<file path="src/rtl/write_ctrl.sv">
// Producer-side controller for a two-slot ping-pong RAM. Writes go to slot 0/1
// in strict alternation. The reader frees a slot with a rising edge on r_done.
module write_ctrl #(
    parameter int   SIZE  = 8,
    parameter logic PUSH  = 1'b1,
    parameter int   CNT_W = 8
) (
    input  logic             clk,
    input  logic             rst,
    input  logic [SIZE-1:0]  din,
    input  logic             write,
    input  logic [1:0]       r_done,
    output logic [SIZE-1:0]  w_data,
    output logic             w_addr,
    output logic             w_en,
    output logic [1:0]       status_vld,
    output logic             full,
    output logic             error,
    output logic [CNT_W-1:0] drop_cnt,
    output logic [3:0]       dbg_state
);

    typedef enum logic [1:0] {
        S_FREE    = 2'd0,
        S_WRITING = 2'd1,
        S_VALID   = 2'd2
    } slot_state_t;

    slot_state_t r_state [2];
    slot_state_t w_next  [2];

    logic             r_w_ptr;
    logic [1:0]       r_done_prev;
    logic             r_w_en;
    logic             r_error;
    logic             r_w_addr;
    logic [SIZE-1:0]  r_w_data;
    logic [CNT_W-1:0] r_drop_cnt;

    logic       w_req;
    logic       w_accept;
    logic       w_reject;
    logic [1:0] w_release;

    // Acceptance looks at the pre-edge slot state, so a release and a write
    // to the same slot in one cycle still rejects the write.
    assign w_req     = (write == PUSH);
    assign w_accept  = w_req && (r_state[r_w_ptr] == S_FREE);
    assign w_reject  = w_req && (r_state[r_w_ptr] != S_FREE);
    assign w_release = r_done & ~r_done_prev;

    always_ff @(posedge clk) begin
        if (rst) begin
            r_state[0] <= S_FREE;
            r_state[1] <= S_FREE;
        end else begin
            r_state[0] <= w_next[0];
            r_state[1] <= w_next[1];
        end
    end

    always_comb begin
        for (int i = 0; i < 2; i++) begin
            w_next[i] = r_state[i];
            case (r_state[i])
                S_FREE:    if (w_accept && (r_w_ptr == 1'(i))) w_next[i] = S_WRITING;
                S_WRITING: w_next[i] = S_VALID;
                S_VALID:   if (w_release[i]) w_next[i] = S_FREE;
                default:   w_next[i] = S_FREE;
            endcase
        end
    end

    always_comb begin
        status_vld[0] = (r_state[0] == S_VALID);
        status_vld[1] = (r_state[1] == S_VALID);
        full          = (r_state[0] != S_FREE) && (r_state[1] != S_FREE);
        dbg_state     = {r_state[1], r_state[0]};
    end

    always_ff @(posedge clk) begin
        if (rst) begin
            r_w_ptr     <= 1'b0;
            r_done_prev <= 2'b00;
            r_w_en      <= 1'b0;
            r_error     <= 1'b0;
            r_w_addr    <= 1'b0;
            r_w_data    <= '0;
            r_drop_cnt  <= '0;
        end else begin
            r_done_prev <= r_done;
            r_w_en      <= w_accept;
            r_error     <= w_reject;
            if (w_accept) begin
                r_w_data <= din;
                r_w_addr <= r_w_ptr;
                r_w_ptr  <= ~r_w_ptr;
            end
            if (w_reject && (r_drop_cnt != {CNT_W{1'b1}})) begin
                r_drop_cnt <= r_drop_cnt + CNT_W'(1);
            end
        end
    end

    assign w_en     = r_w_en;
    assign error    = r_error;
    assign w_addr   = r_w_addr;
    assign w_data   = r_w_data;
    assign drop_cnt = r_drop_cnt;

endmodule

</file>
<file path="config.mk">
export PLATFORM = sky130hd
export DESIGN_NAME = write_ctrl
export DESIGN_NICKNAME = d
export VERILOG_FILES = /design/src/rtl/write_ctrl.sv
export SDC_FILE = /design/constraint.sdc
export NUM_CORES = 1
export LEC_CHECK = 0
export ABC_AREA = 1
export BUFFER_PORTS_ARGS = -buffer_cell sky130_fd_sc_hd__clkbuf_2
export CAP_MARGIN = 0
export CORE_ASPECT_RATIO = 1.75
export CORE_MARGIN = 4
export CORE_UTILIZATION = 50
export DETAILED_ROUTE_END_ITERATION = 10
export PLACE_DENSITY = 0.76
export SKIP_LAST_GASP = 1
export SYNTH_ARGS = -nofsm -noshare
export SYNTH_HDL_FRONTEND = slang
export SYNTH_SLANG_ARGS = --single-unit
</file>
<file path="constraint.sdc">
create_clock -name clk -period 1.7 [get_ports clk]
set_clock_uncertainty 0.2 [all_clocks]
set_input_delay 0.085 -clock clk [delete_from_list [all_inputs] [get_ports clk]]
set_output_delay 0.085 -clock clk [all_outputs]
set_load 0.005 [all_outputs]
</file>
== After elaboration in Yosys (flattened, before gate mapping) ==
Memories as Yosys holds them, arrays and structs flattened. A register that Yosys moved wholly into a read port is not among the register bits.
Index checks and enable logic that the tools add are counted.

* Bits of input ports: 13
* ROM bits: 0
* Bits in latches: 0
* Output and inout port bits: 26
* Memory bits (writable): 4
* Memories: 1
* Word-level logic and storage cells: 44
* Register bits after elaboration: 22

* Equality and inequality tests: 5
* Div/mod/pow operators: 0
* $add $sub $neg: 1
* Reduce and logical (&&, ||, !) cells: 12
* Shifts and indexed selects: 0
* Bitwise operators: 5
* Order comparisons: 0
* Multiplexer cells: 13
* Multipliers: 0

{| class="wikitable"
|+ Memory list
! name !! words !! width !! read ports !! clocked after memory_dff !! write ports !! RTL line !! RTL
|-
| r_state || 2 || 2 || 3 || 1 || 2 || 29 || <nowiki>slot_state_t r_state [2];</nowiki>
|}

{| class="wikitable"
|+ Operator list
! kind !! number
|-
| 2-bit 2-to-1 mux || 6
|-
| 2-bit one-hot mux with 3 select lines || 2
|-
| 8-bit by 1-bit adder with 8-bit output, second input constant || 1
|-
| 8-bit != test, second input constant || 1
|-
| 1-bit logical AND || 6
|-
| 2-bit logical NOT || 3
|-
| 2-bit nonzero test || 3
|-
| 1-bit 2-to-1 mux || 5
|-
| 2-bit by 1-bit equality test with 1-bit output, second input constant || 2
|-
| 2-bit equality test, second input constant || 2
|-
| 2-bit AND || 1
|-
| 2-bit NOT || 1
|-
| 1-bit bitwise OR || 2
|-
| 1-bit NOT || 1
|}

== Depth between registers and ports, before layout ==
Gate-level depths: netlist (run 1).

* Word-level depth: 6
* Depth in mapped cells: 9
* Gate-level depth less buffers: 8

== Worst setup path after synthesis (run 1) ==
Ideal clock, no wire load.

* Path kind: register -> register
* Start point: reg r_drop_cnt[0] (netlist: drop_cnt[0])
* End point: reg r_drop_cnt[2] (netlist: drop_cnt[2])
* Setup time: 113 ps
* Buffers on the path: 0
* Clock period less this slack: 1459 ps
* Arrival time: 1146 ps
* Stages on the path, launching flop included: 9
* Path slack: 241 ps
* Required time: 1387 ps
* Path through: dfxtp_1 ha_1 nand2_2 nor2_4 nand2_2 nand3_4 inv_2 nor2_1 nor2_1

* Cells in the longest elaborated chain, start to end: 2

{| class="wikitable"
|+ RTL lines
! what !! RTL line !! RTL
|-
| start: declaration || 38 || <nowiki>logic [CNT_W-1:0] r_drop_cnt;</nowiki>
|-
| start signal: assignment || 100 || <nowiki>r_drop_cnt <= r_drop_cnt + CNT_W'(1);</nowiki>
|-
| branches (longest 2 deep; another with 8-bit by 1-bit adder with 8-bit output) || - ||
|}

Parallel ways; which one is timed is not known.
A chain may end at the register's enable or synchronous reset.

== Final worst setup path (run 1) ==
* Start point: reg r_drop_cnt[1] (netlist: drop_cnt[1])
* End point: reg r_drop_cnt[2] (netlist: drop_cnt[2])

Same word-level chain as after synthesis.

==> results of run 1 <==
==> power breakdown <==
group          switching, mW  total (mW)  internal [mW]
Combinational          0.258       0.463          0.206
Clock                  0.185       0.352          0.167
Sequential            0.0754       0.793          0.717
Total                  0.518        1.61           1.09
==> kinds of logic after synthesis <==
family | synth area share, %
simple gates | 36.96
fa+ha+maj | 2.965
buf+inv | 9.485
xor+xnor | 1.384
flops | 42.69
compound gates | 6.522
==> flip-flops by register name, indices dropped and copies added (netlist names), named ones only <==
register and flops:
w_addr 1, drop_cnt 8, error 1, r_state 4
w_en 1, r_w_ptr 1, w_data 8, r_done_prev 2
==> layout by cell type, fill, tap and decap left out <==
cell | netlist | routed
buf_4 | 0 | 2
dlygate4sd3_1 | 0 | 14
ha_1 | 3 | 3
a21oi_1 | 3 | 3
clkinv_1 | 1 | 1
nand2_4 | 2 | 2
nand2_1 | 33 | 33
dfxtp_1 | 27 | 26
dfxtp_2 | 0 | 1
nand2_2 | 4 | 4
nand3b_1 | 1 | 1
nand3_4 | 1 | 1
inv_2 | 2 | 2
xnor2_1 | 1 | 1
o21ai_1 | 8 | 8
nand3_1 | 7 | 7
clkinv_2 | 1 | 1
clkbuf_2 | 0 | 38
xor2_1 | 1 | 1
clkbuf_1 | 0 | 1
nor2_2 | 11 | 11
nor2_4 | 2 | 2
a211oi_1 | 1 | 1
inv_1 | 18 | 18
nand4_1 | 1 | 1
nor2_1 | 37 | 37
o21ai_0 | 4 | 4
clkbuf_8 | 0 | 3
==> worst max-delay path by stage <==
stage	from	endpoint	depth (start not counted)
finish	drop_cnt[1]	drop_cnt[2]	8
global route	drop_cnt[1]	drop_cnt[0]	8
CTS	drop_cnt[1]	drop_cnt[2]	8
detailed placement	drop_cnt[1]	drop_cnt[0]	8
global placement	drop_cnt[1]	drop_cnt[2]	8
floorplan	drop_cnt[0]	drop_cnt[2]	8
==> layer usage <==
metal  routed length [µm]  global-route usage [%]  vias up
met5                    0                       0        -
met4                   12                   6.962        0
li1                     -                       -      633
met1                 1113                   18.15      547
met3                  116                   3.390        2
met2                 1703                   37.58       26
==> through the flow <==
stage | cells | hold WS (ns)
global route | 252 | 0.3198
floorplan | 173 | 0.006944
detailed placement | 234 | 0.1161
finish | 252 | 0.2961
CTS | 252 | 0.2999
global placement | 234 | 0.09388
==> what timing repair did <==
item	CTS	global route
setup endpoints to repair	0	3
endpoints found under the hold margin	17	0
resized for setup	0	1
hold buffers	14	0
==> worst register-to-register path, cell delays in order (launching register included) <==
cell and delay, ns:
dfxtp_2 0.37, ha_1 0.21, nand2_2 0.09, nor2_4 0.12, nand2_2 0.12, nand3_4 0.13, inv_2 0.05, nor2_1 0.09
nor2_1 0.05
==> final cells by class <==
class	instances	area (µm²)
Timing Repair Buffer	54	345.3
Inverter	22	83.83
Fill cell	215	706.9
Multi-Input combinational cell	120	605.6
Sequential cell	27	541.8
Tap cell	25	31.28
Clock buffer	4	45.04
==> Yosys cell counts <==
master,number,area (µm²)
inv_2,2,7.510
a211oi_1,1,7.510
nand2_4,2,22.52
nor2_2,11,68.82
buf_8,1,15.01
clkinv_2,1,5.000
a21oi_1,3,15.01
ha_1,3,37.54
o21ai_1,8,40.04
nor2_1,37,138.9
buf_6,1,11.26
nand4_1,1,6.260
nand2_2,4,25.02
nand3b_1,1,7.510
inv_1,18,67.56
buf_2,2,10.01
nand2_1,33,123.9
nor2_4,2,22.52
clkinv_1,1,3.750
xor2_1,1,8.760
o21ai_0,4,20.02
dfxtp_1,27,540.5
xnor2_1,1,8.760
nand3_1,7,35.03
nand3_4,1,17.52
==> key figures, run 1 <==
Status
  • Outcome: finished, final reports clean

Clock network
  • CTS max path bufs: 2
  • H-tree depth: 1
  • Post-CTS setup buffers: 0
  • CTS Root Cell: clkbuf_8
  • Total CTS buffers: 3
  • TritonCTS clock tree: yes
  • Clk slew on worst S/H paths: 0.09 ns
  • Worst skew pair latency: 0.26 ns
  • Clk sinks: 27

Route
  • 1st-iter DRT viols: 31
  • Detailed Route WL: 2946 µm
  • Number of vias per cell: 4.794
  • First-pass detailed-route iteration total: 4
  • DRC viols: 0
  • Antenna-violating nets left: 0
  • Wirelength per Cell: 11.69 µm
  • Via count: 1208

Worst hold path
  • WHS Endpoint: w_data[4]
  • Worst min path class: reg2reg
  • WHS Path Cells: 2
  • Hold path start: w_data[4]

STA
  • Setup WS post-layout: 0.1603 ns
  • Count of final max-slew check failures: 0
  • Unrepaired setup endpoints after global routing: false
  • Worst Tran Pin Value: 0.2909 ns
  • Tmin final: 1.540 ns
  • Setup TNS: 0 ns
  • Max-slew headroom: 80.59%
  • Final hold vios: 0
  • Crit share post-route: 90.57%
  • Setup violations, final: 0
  • FMAX: 649.5 MHz

Final layout
  • Antenna cell count: 0
  • Ratio of cells with drive above 1 in the final layout: 29.52%
  • Final #Nets: 244
  • Final core utilization: 70.04%
  • Post-route cell area: 1653 µm²
  • Layout area overhead: 30.53%

Placed design
  • DP Area: 1466 µm²
  • Final GP Congestion: 0.8227
  • Dpl hpwl: 2201 µm
  • Worst slack at placement: 0.1182 ns
  • IO buf count: 38

Synthesis
  • Syn Nets: 189
  • Distinct cells, synth: 25
  • Synth Instances: 173
  • Syn_area_per_cell: 7.319 µm²
  • Post-Syn Area: 1266 µm²
  • Sequential fraction of the synthesis area: 42.69%
  • Syn. warnings: 0
  • Yosys reg bits: 27

Floorplan
  • DIE AREA: 3433 µm²
  • Core area: 2360 µm²
  • I/O pin total: 39
  • # rows: 23
  • Initial Util: 53.66%
  • Die Y: 74.57 µm
  • Chip width: 46.04 µm

Setup path
  • Worst Reg-to-Reg Cells: 8
  • Startpoint types: register
  • Crit-path max cell delay: 0.37 ns
  • Worst Path Buf+Inv: 1
  • CP max FO: 5
  • R2R setup slack: 0.16 ns
  • Worst Path Required: 1.67 ns
  • Critical path arrival: 1.51 ns
  • Critical-path cell list: ha_1 > nand2_2 > nor2_4 > nand2_2 > nand3_4 > inv_2 > nor2_1 > nor2_1
  • CP top delay family: simple AND/OR/NAND/NOR gates
  • Slowest CP cell: dfxtp_2
  • CP Class: reg2reg
  • CP endpoint kind: register
  • FF-to-FF End: drop_cnt[2]
  • Worst R2R Start: drop_cnt[1]

Pwr
  • Peak supply drop: 0.6942 mV
  • Leakage power: 0.8427 nW
  • Pwr dens: 972.8 nW/µm²
  • Overall power: 1.608 mW

GRT
  • GRT overflow: 0
  • Initial antenna violation count: 0
  • GR Util All Layers: 19.07%
  • First-pass GRT wire length: 4974 µm
  • Vias in the first global route: 1288
  • Largest net degree at the start of global routing: 19

Run
  • Max-Cap Viols: 0
Power figures use the tool's default switching activity.
==> inputs of run 2 (changes only) <==
--- a/config.mk
+++ b/config.mk
@@ -10,9 +10,10 @@
 export CAP_MARGIN = 0
 export CORE_ASPECT_RATIO = 1.75
 export CORE_MARGIN = 4
-export CORE_UTILIZATION = 50
+export CORE_UTILIZATION = 52
+export CTS_BUF_LIST = sky130_fd_sc_hd__clkbuf_4 sky130_fd_sc_hd__clkbuf_8
 export DETAILED_ROUTE_END_ITERATION = 10
-export PLACE_DENSITY = 0.76
+export PLACE_DENSITY = 0.79
 export SKIP_LAST_GASP = 1
 export SYNTH_ARGS = -nofsm -noshare
 export SYNTH_HDL_FRONTEND = slang
==> run 2 against run 1 <==
  * First-iteration DRC count shrank 35%
  * Die area fell by 3.3%
  * Cell count did not move
  * Design area is 0.30% higher
  * Worst hold slack worse by 0.0078 ns
  * Clock power is 5% higher
  * Largest cell class unchanged
  * Combinational power about the same
  * Sequential share of layout area shrank 0.17 points
  * Global-route usage up 0.98 points
  * Critical path type unchanged
  * Core utilization grew 2.0 points
  * Critical path depth did not move
  * Highest routed layer unchanged
  * Sequential power about the same
==> key figures, run 2 (same netlist as run 1, synthesis figures left out) <==
Worst hold path
  • Hold path start: w_addr
  • Worst min path class: reg2reg
  • WHS Path Cells: 2 (unchanged)
  • WHS Endpoint: w_addr

Final layout
  • Multi-input gate area: 608.1 µm² (+0.41%)
  • Layout area overhead: 30.93%
  • Final #Nets: 244 (unchanged)
  • Ratio of cells with drive above 1 in the final layout: 29.96% (+0.44 points)
  • Layout Cells excl Fill: 252 (unchanged)
  • Most common cell after layout, fill and taps aside: clkbuf_2
  • Final core utilization: 72.01% (+2.0 points)
  • Area occupied by registers: 540.5 µm² (-0.23%)
  • Filler cells: 188 (-13%)
  • Antenna cell count: 0 (unchanged)
  • Post-route cell area: 1658 µm² (+0.30%)
  • Most frequent cells in the layout: clkbuf_2, nor2_1, nand2_1

STA
  • FMAX: 649.6 MHz (about the same)
  • Crit share post-route: 90.55% (about the same)
  • Setup violations, final: 0 (unchanged)
  • Unrepaired setup endpoints after global routing: false
  • Tmin final: 1.539 ns (-0.0002830 ns)
  • Setup TNS: 0 ns (unchanged)
  • Setup WS post-layout: 0.1606 ns (+0.0002830 ns)
  • Worst Tran Pin Value: 0.2781 ns (-0.01277 ns)
  • Hold_ws: 0.2883 ns (-0.007812 ns)
  • Count of final max-slew check failures: 0 (unchanged)
  • Final hold vios: 0 (unchanged)
  • Max-slew headroom: 81.43% (+0.85 points)

Clock network
  • TritonCTS clock tree: yes
  • Total CTS buffers: 3 (unchanged)
  • CTS Root Cell: clkbuf_8
  • Post-CTS setup buffers: 0 (unchanged)
  • Clk sinks: 27 (unchanged)
  • Worst skew pair latency: 0.27 ns (about the same)
  • Clk slew on worst S/H paths: 0.08 ns (about the same)
  • H-tree depth: 1 (unchanged)
  • CTS max path bufs: 2 (unchanged)

Placed design
  • DP Area: 1466 µm² (unchanged)
  • Worst slack at placement: 0.1626 ns (+0.04439 ns)
  • Placed Instances: 234 (unchanged)
  • Dpl hpwl: 2100 µm (-4.6%)
  • Final GP Congestion: 0.8675 (+5.4%)
  • IO buf count: 38 (unchanged)

GRT
  • Most used routing layer: met2
  • GR Layer Usage met3: 3.186% (-0.20 points)
  • Met1 global-route usage: 18.43% (+0.28 points)
  • Initial antenna violation count: 0 (unchanged)
  • GR Util All Layers: 20.05% (+0.98 points)
  • Vias in the first global route: 1294 (+0.47%)
  • First-pass GRT wire length: 5002 µm (+0.56%)
  • Largest net degree at the start of global routing: 19 (unchanged)
  • GRT overflow: 0 (unchanged)
  • Met2 usage: 40.38% (+2.8 points)

Setup path
  • CP endpoint kind: register
  • CP top delay family: simple AND/OR/NAND/NOR gates
  • Worst R2R Start: drop_cnt[1]
  • Worst Path Required: 1.67 ns (about the same)
  • Critical-path cell list: ha_2 > nand2_2 > nor2_4 > nand2_2 > nand3_4 > inv_2 > nor2_1 > nor2_1
  • CP Class: reg2reg
  • R2R setup slack: 0.16 ns (about the same)
  • CP max FO: 5 (unchanged)
  • Worst Path Buf+Inv: 1 (unchanged)
  • Slowest CP cell: dfxtp_1
  • Worst Reg-to-Reg Cells: 8 (unchanged)
  • Critical path arrival: 1.51 ns (about the same)
  • Startpoint types: register
  • FF-to-FF End: drop_cnt[1]
  • Crit-path max cell delay: 0.41 ns (+0.04 ns)

Route
  • 1st-iter DRT viols: 20 (-35%)
  • Via count: 1237 (+2.4%)
  • Detailed Route WL: 2811 µm (-4.6%)
  • Number of vias per cell: 4.909 (+2.4%)
  • First-pass detailed-route iteration total: 4 (unchanged)
  • Antenna-violating nets left: 0 (unchanged)
  • DRC viols: 0 (unchanged)
  • Wirelength per Cell: 11.15 µm (-4.6%)

Pwr
  • Pwr dens: 980.5 nW/µm² (+0.79%)
  • Peak supply drop: 0.6635 mV (-4.4%)
  • Leakage power: 0.8428 nW (about the same)
  • Overall power: 1.626 mW (+1.1%)

Floorplan
  • DIE AREA: 3320 µm² (-3.3%)
  • Core area: 2302 µm² (-2.4%)
  • Initial Util: 55.00% (+1.3 points)
  • I/O pin total: 39 (unchanged)
  • # rows: 23 (unchanged)
  • Chip width: 45.30 µm (-1.6%)
  • Die Y: 73.28 µm (-1.7%)

Run
  • Max-Cap Viols: 0 (unchanged)

Status
  • Outcome: finished, final reports clean
## run 2: cell counts in the layout (fill, tap and decap cells not counted)
No cell type changed its count.
## run 2: timing repair
item                       CTS  global route
hold buffers                14             0
setup endpoints to repair    0             1
hold endpoints to repair    17             0
resized for setup            0             1
## run 2: worst min-delay path: stages, from the launching register on
cell and delay [ns]:
dfxtp_1 0.32, nand2_1 0.06, a21oi_1 0.06
## run 2: per-layer routing
metal  share of wire [%]  vias to the layer above  routed length [µm]
li1                    -                      632                   -
met1                  37                      565                1052
met2                  57                       35                1598
met3                 4.2                        5                 117
met4                 1.5                        0                  42
met5                   0                        -                   0
## run 2: how the worst max path moves through the flow
stage,startpoint,endpoint,slack [ns],depth (start not counted)
2_1_floorplan,drop_cnt[0],drop_cnt[2],0.24,8
3_3_place_gp,r_state[0][0],register,0.24,7
3_5_place_dp,drop_cnt[1],drop_cnt[1],0.16,8
4_1_cts,drop_cnt[1],drop_cnt[1],0.15,8
5_1_grt,drop_cnt[1],drop_cnt[0],0.01,8
6_report,drop_cnt[1],drop_cnt[1],0.16,8
## run 2: power by group
part	switching (mW)	total, mW	internal (mW)
Combinational	0.259	0.466	0.207
Sequential	0.0731	0.790	0.717
Clock	0.186	0.370	0.184
Total	0.518	1.63	1.11
## run 2: cell type report
class | count | share of cell area [%]
well taps | 25 | 1.887
multi-input cells | 120 | 36.68
flip-flops and latches | 27 | 32.60
clock buffers | 4 | 2.943
inverters | 22 | 5.057
repair buffers | 54 | 20.83
==> inputs of run 3 (changes only) <==
--- a/config.mk
+++ b/config.mk
@@ -8,7 +8,6 @@
 export ABC_AREA = 1
 export BUFFER_PORTS_ARGS = -buffer_cell sky130_fd_sc_hd__clkbuf_2
 export CAP_MARGIN = 0
-export CORE_ASPECT_RATIO = 1.75
 export CORE_MARGIN = 4
 export CORE_UTILIZATION = 52
 export CTS_BUF_LIST = sky130_fd_sc_hd__clkbuf_4 sky130_fd_sc_hd__clkbuf_8
==> run 3 against run 2 <==
  * Combinational power fell by 0.9%
  * Global-route usage fell by 2.4 points
  * Non-clock buffer count did not move
  * Register-to-register slack barely moved
  * Via count fell by 1.9%
  * Worst hold slack barely moved
  * Wire length fell by 0.78%
  * Cell count rose by 1.2%
  * Clock power fell by 21%
  * Core utilization rose by 0.74 points
  * Largest cell class unchanged
==> key figures, run 3 (same netlist as run 1, synthesis figures left out) <==
Placed design
  • Worst slack at placement: 0.1688 ns (+0.006134 ns)
  • Placed Instances: 237 (+1.3%)
  • IO buf count: 38 (unchanged)
  • Dpl hpwl: 2042 µm (-2.8%)
  • Final GP Congestion: 0.8252 (-4.9%)

Route
  • Detailed Route WL: 2789 µm (-0.78%)
  • 1st-iter DRT viols: 21 (+5.0%)
  • Wirelength per Cell: 10.94 µm (-1.9%)
  • Via count: 1213 (-1.9%)
  • First-pass detailed-route iteration total: 4 (unchanged)
  • DRC viols: 0 (unchanged)
  • Number of vias per cell: 4.757 (-3.1%)
  • Antenna-violating nets left: 0 (unchanged)

Setup path
  • R2R setup slack: 0.16 ns (about the same)
  • Worst Path Buf+Inv: 1 (unchanged)
  • Crit-path max cell delay: 0.43 ns (+0.02 ns)
  • FF-to-FF End: drop_cnt[0]
  • Worst Reg-to-Reg Cells: 8 (unchanged)
  • Critical path arrival: 1.57 ns (+0.06 ns)
  • CP Class: reg2reg
  • CP top delay family: simple AND/OR/NAND/NOR gates
  • Startpoint types: register
  • CP endpoint kind: register
  • Worst Path Required: 1.72 ns (+0.05 ns)
  • CP max FO: 5 (unchanged)
  • Critical path depth: 8 (unchanged)
  • Slowest CP cell: dfxtp_1
  • Worst R2R Start: drop_cnt[1]
  • Critical-path cell list: ha_1 > nand2_2 > nor2_4 > nand2_2 > nand3_4 > inv_2 > nor2_1 > nor2_1

Final layout
  • Layout area overhead: 29.55%
  • Ratio of cells with drive above 1 in the final layout: 29.52% (-0.44 points)
  • Layout Cells excl Fill: 255 (+1.2%)
  • Antenna cell count: 0 (unchanged)
  • Most common cell after layout, fill and taps aside: clkbuf_2
  • Area occupied by registers: 540.5 µm² (unchanged)
  • Filler cells: 190 (+1.1%)
  • Final #Nets: 244 (unchanged)
  • Multi-input gate area: 605.6 µm² (-0.41%)
  • Most frequent cells in the layout: clkbuf_2, nor2_1, nand2_1

Floorplan
  • Die Y: 57.35 µm (-22%)
  • I/O pin total: 39 (unchanged)
  • Initial Util: 56.16% (+1.2 points)
  • DIE AREA: 3288 µm² (-0.94%)
  • Chip width: 57.35 µm (+27%)
  • Core area: 2255 µm² (-2.1%)
  • # rows: 17 (-26%)

Clock network
  • Total CTS buffers: 3 (unchanged)
  • Clk sinks: 27 (unchanged)
  • Clk slew on worst S/H paths: 0.14 ns (+0.06 ns)
  • H-tree depth: 1 (unchanged)
  • CTS Root Cell: clkbuf_4
  • CTS max path bufs: 2 (unchanged)
  • Worst skew pair latency: 0.32 ns (+0.05 ns)
  • TritonCTS clock tree: yes

STA
  • Crit share post-route: 90.69% (+0.13 points)
  • Unrepaired setup endpoints after global routing: false
  • Setup WS post-layout: 0.1583 ns (-0.002247 ns)
  • Tmin final: 1.542 ns (+0.002247 ns)
  • Max-slew headroom: 81.91% (+0.47 points)
  • Setup violations, final: 0 (unchanged)
  • Hold_ws: 0.2880 ns (-0.0003030 ns)
  • Setup TNS: 0 ns (unchanged)
  • Count of final max-slew check failures: 0 (unchanged)
  • Final hold vios: 0 (unchanged)
  • Worst Tran Pin Value: 0.2711 ns (-0.007004 ns)
  • FMAX: 648.7 MHz (-0.15%)

Worst hold path
  • Hold path start: w_addr
  • WHS Path Cells: 2 (unchanged)
  • WHS Endpoint: w_addr
  • Worst min path class: reg2reg

GRT
  • Vias in the first global route: 1112 (-14%)
  • GR Util All Layers: 17.63% (-2.4 points)
  • Largest net degree at the start of global routing: 19 (unchanged)
  • First-pass GRT wire length: 4733 µm (-5.4%)
  • GRT overflow: 0 (unchanged)
  • Initial antenna violation count: 0 (unchanged)

Run
  • Max-Cap Viols: 0 (unchanged)

Pwr
  • Leakage power: 0.8379 nW (-0.58%)
  • Overall power: 1.546 mW (-4.9%)
  • Pwr dens: 942.6 nW/µm² (-3.9%)
  • Peak supply drop: 0.7518 mV (+13%)

Status
  • Outcome: finished, final reports clean
## run 3: cell counts in the layout (fill, tap and decap cells not counted)
Identical to the previous run, type by type.
## run 3: cell type report
type | instances | share of cell area, %
multi-input combinational | 120 | 36.92
sequential | 27 | 32.95
timing repair buffer | 54 | 21.05
inverter | 22 | 5.111
tap | 28 | 2.136
clock buffer | 4 | 1.831
## run 3: what timing repair did
action                    CTS  global route
hold buffers               14             0
setup buffers               0             0
gates resized for setup     0             0
hold endpoints to repair   19             0
## run 3: how the worst max path moves through the flow
stage                           start  slack (ns)     endpoint
after floorplan           drop_cnt[0]        0.24  drop_cnt[2]
after global placement    drop_cnt[1]        0.23  drop_cnt[1]
after detailed placement  drop_cnt[1]        0.17  drop_cnt[2]
after CTS                 drop_cnt[1]        0.15  drop_cnt[2]
after global routing      drop_cnt[1]        0.04  drop_cnt[1]
final                     drop_cnt[1]        0.16  drop_cnt[0]
## run 3: worst reg2reg max path: cells and delay by family, from the launching register on
family	cells	cell delay [ns]
AND/OR/NAND/NOR	6	0.56
flip-flops	1	0.43
adder cells (fa/ha/maj)	1	0.23
buffers and inverters	1	0.05
## run 3: power by group
| part | total (mW) | switching (mW) | internal (mW) |
|---|---|---|---|
| logic | 0.462 | 0.257 | 0.205 |
| registers | 0.792 | 0.0750 | 0.717 |
| clock network | 0.292 | 0.184 | 0.107 |
## run 3: per-layer routing
metal / GRT usage, % / up-vias / wire [µm]
li1: - / 633 / -
met1: 21.06 / 547 / 1190
met2: 33.39 / 31 / 1444
met3: 2.489 / 2 / 138
met4: 2.980 / 0 / 16
met5: 0 / - / 0
## run 3: stage by stage
step | utilization, % | instance area, µm²
finish | 72.75 | 1640
global route | 72.75 | 1640
CTS | 72.75 | 1640
detailed placement | 65.21 | 1470
global placement | 65.21 | 1470
floorplan | - | 1266
